File: config.mk
export PLATFORM = sky130hd
export DESIGN_NAME = int2fl_seq
export DESIGN_NICKNAME = d
export VERILOG_FILES = /design/src/rtl/int2fl_seq.sv
export SDC_FILE = /design/constraint.sdc
export NUM_CORES = 1
export LEC_CHECK = 0
export ABC_AREA = 1
export CORE_ASPECT_RATIO = 0.9
export CORE_MARGIN = 10
export CORE_UTILIZATION = 55
export DETAILED_ROUTE_END_ITERATION = 8
export PLACE_DENSITY = 0.79
export RECOVER_POWER = 50
export REMOVE_ABC_BUFFERS = 1
export SETUP_SLACK_MARGIN = 0.02
export SLEW_MARGIN = 10
export SYNTH_ARGS = -nofsm -noshare
export SYNTH_HDL_FRONTEND = slang
export SYNTH_SLANG_ARGS = --single-unit
export TNS_END_PERCENT = 5
File: constraint.sdc
create_clock -name clk -period 6.7 [get_ports clk]
set_clock_uncertainty 0.05 [all_clocks]
set_input_delay 1.34 -clock clk [delete_from_list [all_inputs] [get_ports clk]]
set_output_delay 1.34 -clock clk [all_outputs]
set_load 0.03 [all_outputs]
File: src/rtl/int2fl_seq.sv
// int2fl_seq: sequential signed-integer to packed-float converter.
// Output word is {s, e, m}: value = (-1)^s * m * 2^e. The mantissa m has an
// explicit leading one at bit MAN-1. Normalisation shifts the magnitude left
// by one bit per cycle until its MSB is set.
//
// Handshake (both sides): a transfer happens on a rising edge where valid and
// ready are both high. in_ready and out_valid are decoded from the state
// register only, so neither has a combinational path from any input. A source
// must hold in_valid/in_data until it sees in_ready. The block holds out_valid
// and out_data stable until out_ready is high.
module int2fl_seq #(
  parameter int NBITS = 32,
  parameter int EXP   = 8,
  parameter int MAN   = 23
) (
  input  logic                 clk,
  input  logic                 rst,
  input  logic [NBITS-1:0]     in_data,
  input  logic                 in_valid,
  output logic                 in_ready,
  output logic [MAN+EXP:0]     out_data,
  output logic                 out_valid,
  input  logic                 out_ready
);

  localparam int KW = (NBITS > 1) ? $clog2(NBITS) : 1;
  localparam int OW = MAN + EXP + 1;
  // Exponent of a magnitude whose MSB was already set (no shifts needed).
  localparam logic [EXP-1:0] E_BASE = EXP'(NBITS - MAN);
  // Exponent code for an exact zero: the most negative exponent value.
  localparam logic [EXP-1:0] E_ZERO = {1'b1, {(EXP-1){1'b0}}};

  typedef enum logic [1:0] {
    IDLE  = 2'd0,
    SHIFT = 2'd1,
    DONE  = 2'd2
  } state_t;

  state_t            state;
  state_t            state_nxt;
  logic              s_q;
  logic [NBITS-1:0]  mag_q;
  logic [KW-1:0]     k_q;
  logic [OW-1:0]     out_q;

  logic              accept;
  logic              release_out;
  logic [NBITS-1:0]  in_abs;
  logic [NBITS-1:0]  mag_shl;
  logic [KW-1:0]     k_inc;

  // Build the packed word from a normalised magnitude and its shift count.
  // Bits below the mantissa field are dropped (truncation, no rounding).
  function automatic logic [OW-1:0] pack_word(input logic             s,
                                              input logic [NBITS-1:0] mag,
                                              input logic [KW-1:0]    k);
    logic [EXP-1:0] e;
    e = E_BASE - EXP'(k);
    return {s, e, mag[NBITS-1 -: MAN]};
  endfunction

  assign in_ready  = (state == IDLE);
  assign out_valid = (state == DONE);
  assign out_data  = out_q;

  // Handshake qualifiers and datapath helpers.
  always_comb begin
    accept      = in_valid && (state == IDLE);
    release_out = out_ready && (state == DONE);
    // Two's-complement negate. The most negative input maps to 2^(NBITS-1).
    in_abs      = in_data[NBITS-1] ? (~in_data + NBITS'(1)) : in_data;
    mag_shl     = mag_q << 1;
    k_inc       = k_q + KW'(1);
  end

  // State register.
  always_ff @(posedge clk) begin
    if (rst) state <= IDLE;
    else     state <= state_nxt;
  end

  // Next-state decode.
  always_comb begin
    state_nxt = state;
    case (state)
      IDLE: begin
        if (accept) begin
          if (in_abs == '0)          state_nxt = DONE;
          else if (in_abs[NBITS-1])  state_nxt = DONE;
          else                       state_nxt = SHIFT;
        end
      end
      SHIFT: begin
        if (mag_shl[NBITS-1]) state_nxt = DONE;
      end
      DONE: begin
        if (release_out) state_nxt = IDLE;
      end
      default: state_nxt = IDLE;
    endcase
  end

  // Operand capture, per-cycle normalisation shift and result load.
  always_ff @(posedge clk) begin
    if (rst) begin
      s_q   <= 1'b0;
      mag_q <= '0;
      k_q   <= '0;
      out_q <= '0;
    end else begin
      case (state)
        IDLE: begin
          if (accept) begin
            s_q   <= in_data[NBITS-1];
            mag_q <= in_abs;
            k_q   <= '0;
            if (in_abs == '0)
              out_q <= {1'b0, E_ZERO, {MAN{1'b0}}};
            else if (in_abs[NBITS-1])
              out_q <= pack_word(in_data[NBITS-1], in_abs, '0);
          end
        end
        SHIFT: begin
          mag_q <= mag_shl;
          k_q   <= k_inc;
          if (mag_shl[NBITS-1])
            out_q <= pack_word(s_q, mag_shl, k_inc);
        end
        default: begin
          // DONE: result held until the consumer takes it.
        end
      endcase
    end
  end

endmodule

==> qor.yml, run 1 <==
sta:
  fin_crit_sh_pct: 61.7
  post-route-min-period_ps: 4140
  fin_tns_setup_ps: 0
  fin_hold_ws_ps: 428
  setup_ws_ps: 2560
  fmax_mhz: 242
  rsz0062_at_grt: "no"
  finalSetupViolations: 0
  finalHoldViolations: 0
  max_slew.worst_pin.slew_ps: 1630
  drv_slew: 39
  slew_headroom_pct: -8.79
worst_setup_path:
  rr_startpoint: "state[0]"
  crit_type: "in2reg"
  cp_slowest_stage_delay_ps: 630
  crit_required_ps: 6890
  worst_path_most_repeated_cell: "nand2_1"
  path_cells: "clkdlybuf4s50_1 > buf_4 > inv_1 > nand2_1 > nand3_1 > a21oi_1 > nand2_1 > nor2_1 > nand3_1 > nor2_1 > nand2_1 > nor2_4 > nand3_4 > a21oi_4 > nand2_1 > nand2_1 > nor2_1"
  endpoint_kind: "flop"
  crit_slowest_cell: "a21oi_4"
  crit_start: "in_data[31]"
  arrival_ps: 4320
  cp-start-kind: "input port"
  cp_max_fo: 47
routing:
  first_pass_iters: 5
  via_per_inst: 5.29
  wl_per_cell_um: 14.4
  routed_wl_mm: 12.5
  first_iter_violations: 343
  vias: 4576
  detail-route-antenna-nets: 0
  drc_errors: 0
layout:
  drive_gt1_share_pct: 9.49
  multi_input_area_um2: 2550
  seqCellArea_um2: 1400
  syn2layout_area_growth_pct: 19.9
  nets: 803
  final_cell_count_no_fill: 865
  design_area_um2: 5280
  fillerInstances: 703
  utilization_pct: 68.9
  antenna_cells: 0
yosys:
  ys_seq_area_share_pct: 31.9
  avgSynthCellArea_um2: 6.19
  yosys_warnings: 0
  synth_edf_count: 0
  ys.flop_type: "dfxtp_1"
  synth.distinct_cells: 34
  yosys_register_bits: 70
  synth_cells: 711
  async_reset_ff_share_pct: 0
  synth_area_um2: 4400
pwr:
  combPwrFrac_pct: 50.0
  power.leakage_nw: 2.48
  pwr-share-clk_pct: 17.7
  intPower_mw: 1.13
  power_density_nw_per_um2: 392
  power_frac_seq_pct: 32.2
  switchingPower_uw: 939
  ir_worst_vdd_uv: 377
  total_power_mw: 2.07
  p_sw_share_pct: 45.5
grt:
  antenna_found_initial: 0
  grt_pass1_wl_mm: 20.4
  grt_pass1_vias: 4175
  grt_usage_pct: 20.2
  grt-ovfl-total: 0
  grt_max_degree: 48
cts:
  clk_pin_slew_ps: 70
  cts_num_sinks: 70
  h-tree-depth: 3
  cts_tree: "built"
  postCtsHoldBufs: 0
  cts_inserted_buffers: 9
  root_buffer: "clkbuf_8"
  clockBufferDepth: 2
  worstSkewPairLatency_ps: 350
  post_cts_buffers: 0
  postCtsResizedCells: 0
min_path:
  min_from: "mag_q[23]"
  hp-class: "reg2reg"
placement:
  dp_worst_setup_slack_ps: 2220
  port_buffers: 69
  dp_cells: 849
  dpl-instance-area_um2: 5060
  dp_hpwl_mm: 9.46
  routabilityCongestion: 0.932
flow_run:
  drv_cap: 1
outcome:
  violations: "capacitance limit, slew limit"
  status: "finished, violations left"
floorplanning:
  core_um2: 7660
  fp.dieH_um: 105
  initial_core_util_pct: 57.5
  dieArea_um2: 12000
  num_io_pins: 70
  num_rows: 30
  die_width_um: 114
-- kinds of logic after synthesis --
logic type | after synthesis | share of synthesized area [%]
compound gates | 99 | 12.4
buf+inv | 102 | 10.2
mux | 1 | 0.228
fa+ha+maj | 3 | 0.853
flops | 70 | 31.9
simple gates | 430 | 43.3
xor+xnor | 6 | 1.19
-- cells in the mapped netlist, types with 2 or more instances --
master | count | share of area (%)
nand2_1 | 205 | 17
nand2_2 | 25 | 3.6
a31oi_1 | 14 | 2.0
o21bai_1 | 5 | 0.85
xor2_1 | 5 | 1.0
clkbuf_1 | 18 | 1.5
ha_1 | 3 | 0.85
o21ai_1 | 22 | 2.5
nand2_4 | 4 | 1.0
nor2_1 | 120 | 10
buf_2 | 3 | 0.34
inv_2 | 2 | 0.17
nor2_4 | 7 | 1.8
buf_4 | 2 | 0.34
or2_2 | 3 | 0.43
nand3b_1 | 4 | 0.68
nor2_2 | 8 | 1.1
nand3_1 | 45 | 5.1
nand4_1 | 6 | 0.85
inv_1 | 69 | 5.9
dfxtp_1 | 70 | 32
buf_6 | 7 | 1.8
o21ai_0 | 30 | 3.4
a21oi_1 | 24 | 2.7
-- critical path: cells and delay by family --
family	cells	cell delay (ps)
AO/OA/AOI/OAI	2	750
buffers and inverters	3	1110
AND/OR/NAND/NOR	12	1100
-- area by class of cell --
cell class / count / area share (%)
inverters: 71 / 5.05
clock buffers: 12 / 3.13
clock inverters: 4 / 0.996
repair buffers: 73 / 13.6
well taps: 96 / 2.28
flip-flops and latches: 70 / 26.6
multi-input cells: 539 / 48.4
-- path summary, 6_finish.rpt --
kind | endpoint | slack, ps | cells past startpoint
worst min register to register | mag_q[23] | 430 | 2
worst min-delay path | mag_q[23] | 430 | 2
worst max-delay path | out_data[29] | 2560 | 17
worst max register to register | mag_q[1] | 3980 | 8
-- layout by cell type (no fill, tap or decap), types with 5 or more instances in the layout --
master	count
o21ai_0	30
clkdlybuf4s50_1	35
xor2_1	5
dfxtp_1	70
o21bai_1	5
dlygate4sd3_1	34
a21oi_1	24
inv_1	68
nor2_2	9
nor2_1	119
nand2_1	205
nand2_2	25
o21ai_1	22
a31oi_1	14
nand4_1	6
clkbuf_8	12
nor2_4	7
nand3_1	45
-- layer usage --
layer	vias up	GRT usage, %	wire length [µm]
met5	-	0	0
met4	0	4.56	177
met3	15	4.17	769
met2	155	32.8	5900
met1	2053	26.8	5620
li1	2353	-	-
-- registers in the layout, summed over array words and instances, names as in the netlist --
| name | count |
|---|---|
| k_q | 5 |
| out_data | 31 |
| mag_q | 31 |
| s_q | 1 |
| state | 2 |
-- power by group through the flow --
stage	registers [mW]	clock network (mW)	logic (mW)
finish	0.666	0.367	1.03
global route	0.684	0.387	1.14
CTS	0.670	0.371	1.07
detailed placement	0.676	0	1.07
global placement	0.669	0	1.05
floorplan	0.843	0	0.506
(Power assumes the default switching activity.)
==> run 2, diff against run 1 <==
--- a/config.mk
+++ b/config.mk
@@ -8,9 +8,9 @@
 export ABC_AREA = 1
 export CORE_ASPECT_RATIO = 0.9
 export CORE_MARGIN = 10
-export CORE_UTILIZATION = 55
+export CORE_UTILIZATION = 54
 export DETAILED_ROUTE_END_ITERATION = 8
-export PLACE_DENSITY = 0.79
+export PLACE_DENSITY = 0.77
 export RECOVER_POWER = 50
 export REMOVE_ABC_BUFFERS = 1
 export SETUP_SLACK_MARGIN = 0.02
==> constraint.sdc (replaced) <==
create_clock -name clk -period 4.2 [get_ports clk]
set_clock_uncertainty 0.05 [all_clocks]
set_input_delay 0.84 -clock clk [delete_from_list [all_inputs] [get_ports clk]]
set_output_delay 0.84 -clock clk [all_outputs]
set_load 0.03 [all_outputs]
==> qor.yml, run 2 (same netlist as run 1, synthesis figures left out) <==
floorplanning:
  dieArea_um2: 12200
  initial_core_util_pct: 55.1
  core_um2: 7990
  fp.dieH_um: 106
  die_width_um: 115
  num_io_pins: 70
  num_rows: 31
worst_setup_path:
  r2r_setup_slack_ps: 1460
  crit_required_ps: 4400
  cp-start-kind: "input port"
  cp_max_fo: 25
  arrival_ps: 3530
  crit_type: "in2reg"
  endpoint_kind: "flop"
routing:
  vias: 4664
  wl_met2_mm: 6.23
  first_pass_iters: 7
  wl_met1_mm: 5.61
  first_iter_violations: 355
  top_layer: "met4"
  detail-route-antenna-nets: 0
  drc_errors: 0
  via_per_inst: 5.35
  wl_met3_um: 845
  wl_per_cell_um: 14.8
  routed_wl_mm: 12.9
outcome:
  status: "finished, violations left"
  violations: "capacitance limit, slew limit"
sta:
  slew_headroom_pct: -8.85
  fin_crit_sh_pct: 79.3
  max_slew.worst_pin.slew_ps: 1630
  finalSetupViolations: 0
  post-route-min-period_ps: 3330
  fmax_mhz: 300
  rsz0062_at_grt: "no"
  fin_tns_setup_ps: 0
  setup_ws_ps: 870
  finalHoldViolations: 0
  drv_slew: 39
cts:
  root_buffer: "clkbuf_8"
  post_cts_buffers: 0
  cts_tree: "built"
  cts_num_sinks: 70
  h-tree-depth: 3
  clk_pin_slew_ps: 80
  cts_inserted_buffers: 9
  clockBufferDepth: 2
  worstSkewPairLatency_ps: 350
  postCtsHoldBufs: 0
  postCtsResizedCells: 0
placement:
  port_buffers: 69
  dp_cells: 855
  dp_worst_setup_slack_ps: 542
  routabilityCongestion: 1.00
  dp_hpwl_mm: 10.0
layout:
  syn2layout_area_growth_pct: 19.7
  mostFrequentLayoutCell: "nand2_1"
  mostFrequentLayoutCells: "205 x nand2_1, 119 x nor2_1, 70 x dfxtp_1"
  fillerInstances: 748
  final_cell_count_no_fill: 871
  antenna_cells: 0
  nets: 806
  utilization_pct: 65.9
  drive_gt1_share_pct: 9.72
pwr:
  switchingPower_mw: 1.52
  power_density_nw_per_um2: 610
  power.leakage_nw: 2.47
  intPower_mw: 1.69
  power_frac_seq_pct: 32.9
  ir_worst_vdd_uv: 594
  combPwrFrac_pct: 52.1
  pwr-share-clk_pct: 15.0
  total_power_mw: 3.21
  p_sw_share_pct: 47.2
grt:
  grt-ovfl-total: 0
  grt_usage_pct: 21.1
  grt_max_degree: 44
  grt_pass1_vias: 4418
  grt_pass1_wl_mm: 21.3
  antenna_found_initial: 0
flow_run:
  drv_cap: 1
min_path:
  hp-class: "reg2reg"
==> run 2: metal layers <==
metal / up-vias / global-route usage, %
met3: 16 / 4.59
met2: 167 / 34.9
met1: 2108 / 27.0
met4: 0 / 5.48
li1: 2373 / -
met5: - / 0
==> run 2: cell type report <==
class	instances	area [µm²]	area share, %
Multi-Input combinational cell	539	2550	48.5
Inverter	71	267	5.06
Timing Repair Buffer	76	748	14.2
Clock inverter	7	50.0	0.950
Tap cell	99	124	2.35
Sequential cell	70	1400	26.6
Clock buffer	9	124	2.35
==> run 2: final timing paths <==
path / startpoint / end / cells after the start
max: in_data[0] / out_data[29] / 18
min reg2reg: mag_q[22] / mag_q[22] / 2
max reg2reg: state[0] / mag_q[25] / 8
min: mag_q[22] / mag_q[22] / 2
==> run 2: power groups by stage <==
| stage | Clock, mW | Combinational (mW) | Sequential (mW) |
|---|---|---|---|
| 2_1_floorplan | 0 | 0.807 | 1.35 |
| 3_3_place_gp | 0 | 1.70 | 1.07 |
| 3_5_place_dp | 0 | 1.73 | 1.08 |
| 4_1_cts | 0.487 | 1.74 | 1.07 |
| 5_1_grt | 0.515 | 1.85 | 1.09 |
| 6_report | 0.481 | 1.67 | 1.06 |
==> run 2: stage by stage <==
| stage | instance area, µm² | hold slack (ps) |
|---|---|---|
| after floorplan | 4220 | 385 |
| after CTS | 5280 | 420 |
| after global placement | 5100 | 402 |
| final | 5270 | 423 |
| after global routing | 5270 | 437 |
| after detailed placement | 5100 | 409 |
==> run 2: worst max-delay path, stage by stage <==
cell             delay [ps]
clkdlybuf4s50_1         490
inv_2                    70
ha_1                    280
nand2_1                  80
nand3_1                  80
a21oi_1                 130
nand2_1                  60
nor2_1                  100
nand3_1                  90
nor2_1                  190
nand2_1                 120
nor2_4                  130
nand3_4                 130
a21oi_4                 210
buf_4                   300
nand2_1                  90
nand2_1                  70
nor2_1                   50
==> RTL change, RTL diff (flow settings as in run 2) <==
Change the parameter `NBITS` from 32 to 64.
--- a/src/rtl/int2fl_seq.sv
+++ b/src/rtl/int2fl_seq.sv
@@ -9,7 +9,7 @@
 // must hold in_valid/in_data until it sees in_ready. The block holds out_valid
 // and out_data stable until out_ready is high.
 module int2fl_seq #(
-  parameter int NBITS = 32,
+  parameter int NBITS = 64,
   parameter int EXP   = 8,
   parameter int MAN   = 23
 ) (
Ports: changed (resized in_data); port bits go from 70 to 102. The function was not compared with the original's and may differ.
==> RTL change against run 2 <==
- global-route usage rose by 5.1 points
- maximum frequency down 14%
- wire length is 88% higher
- power up 4.2%
- core utilization down 0.53 points
- sequential cell count grew 34
- hold slack got worse by 14 ps
- worst setup slack lost 550 ps
- synthesized area is 67% higher
- sequential share of layout area shrank 2.7 points
- non-clock buffer count is 38 higher
- die area is 53% higher
- design area up 65%
- critical path depth unchanged
- critical path type unchanged
==> RTL change: results (changes against run 2) <==
wire_per_inst_um: 15.6  # +5.9%
met1_length_um: 11000  # +96%
root_buffer: "clkbuf_16"
ys_seq_area_frac: 0.284  # -0.0348
rr_startpoint: "state[1]"
synth_xor_area_frac: 0.0227  # +0.0107
max_freq_mhz: 258  # -14%
routed_wl_um: 24200  # +88%
synth_area_per_cell_um2: 5.63  # -9.0%
timing.rr.end: "mag_q[15]"
r2r_slack_ps: 870  # -590 ps
layout-drive-gt1-share: 0.0493  # -0.0478
crit_end: "out_data[13]"
synthTopCellsByArea: "dfxtp_1, nand2_1, nor2_1"
status: "completed"
synth-compound-area-share: 0.134  # +0.00939
wl_met3_um: 2270  # +170%
drt-initial-drc-count: 810  # +130%
place_ws_ps: 146  # -397 ps
grt_pass1_vias: 7649  # +73%
synth_commonest_cells: "nand2_1, nor2_1, inv_1"
layout.nets: 1444  # +79%
p_sw_frac: 0.400  # -0.0726
p_clk_frac: 0.251  # +0.101
num_vias: 8341  # +79%
synth_top_area_frac: 0.284  # -0.0348
grt_max_degree: 77  # +75%
ir_drop_uv: 297  # -50%
hold_start: "out_data[22]"
grtUsageTotal: 0.262  # +0.0511
io_buffers: 101  # +46%
dr.pass1.iters: 6  # -1
dp.final_hpwl_um: 18500  # +85%
gp_congestion: 0.998  # -0.18%
dp_cells: 1530  # +79%
rr_worst_depth: 8  # unchanged
wl_met2_um: 10600  # +70%
sequentialPowerShare: 0.372  # +0.043
path_max_fanout: 55  # +120%
hold_ws_ps: 410  # -13.6 ps
synth_fa_ha_area_frac: 0.00512  # -0.00342
worstMarginPinSlew_ps: 1260  # -374 ps
p_leak_uw: 0.00392  # +59%
synthMuxAreaShare: 0  # -0.00228
hold-path-endpoint: "out_data[22]"
[RTL change: final cells by class]
| cell class | instances | area (µm²) |
|---|---|---|
| clock inverter | 6 | 51.3 |
| clock buffer | 10 | 239 |
| tap | 168 | 210 |
| sequential | 104 | 2080 |
| fill | 1304 | 4610 |
| multi-input combinational | 1028 | 4580 |
| timing repair buffer | 114 | 1110 |
| inverter | 116 | 435 |
[RTL change: metal layers]
layer | track usage | up-vias
li1 | - | 4258
met2 | 0.407 | 343
met3 | 0.0588 | 28
met1 | 0.362 | 3712
met5 | 0 | -
met4 | 0.0600 | 0
[RTL change: per-stage QoR]
step / util / instance area [µm²] / setup TNS (ps)
after floorplan: - / 7090 / -248340
after detailed placement: 0.633 / 8420 / 0
final: 0.654 / 8710 / 0
after global routing: 0.654 / 8710 / 0
after CTS: 0.655 / 8710 / 0
after global placement: 0.633 / 8420 / 0
[RTL change: worst min-delay path, delay by kind of cell (launching register included)]
family                 cells  cell delay [ps]
AOI/OAI and AO/OA          1               50
buffers and inverters      1               50
DFF                        1              310
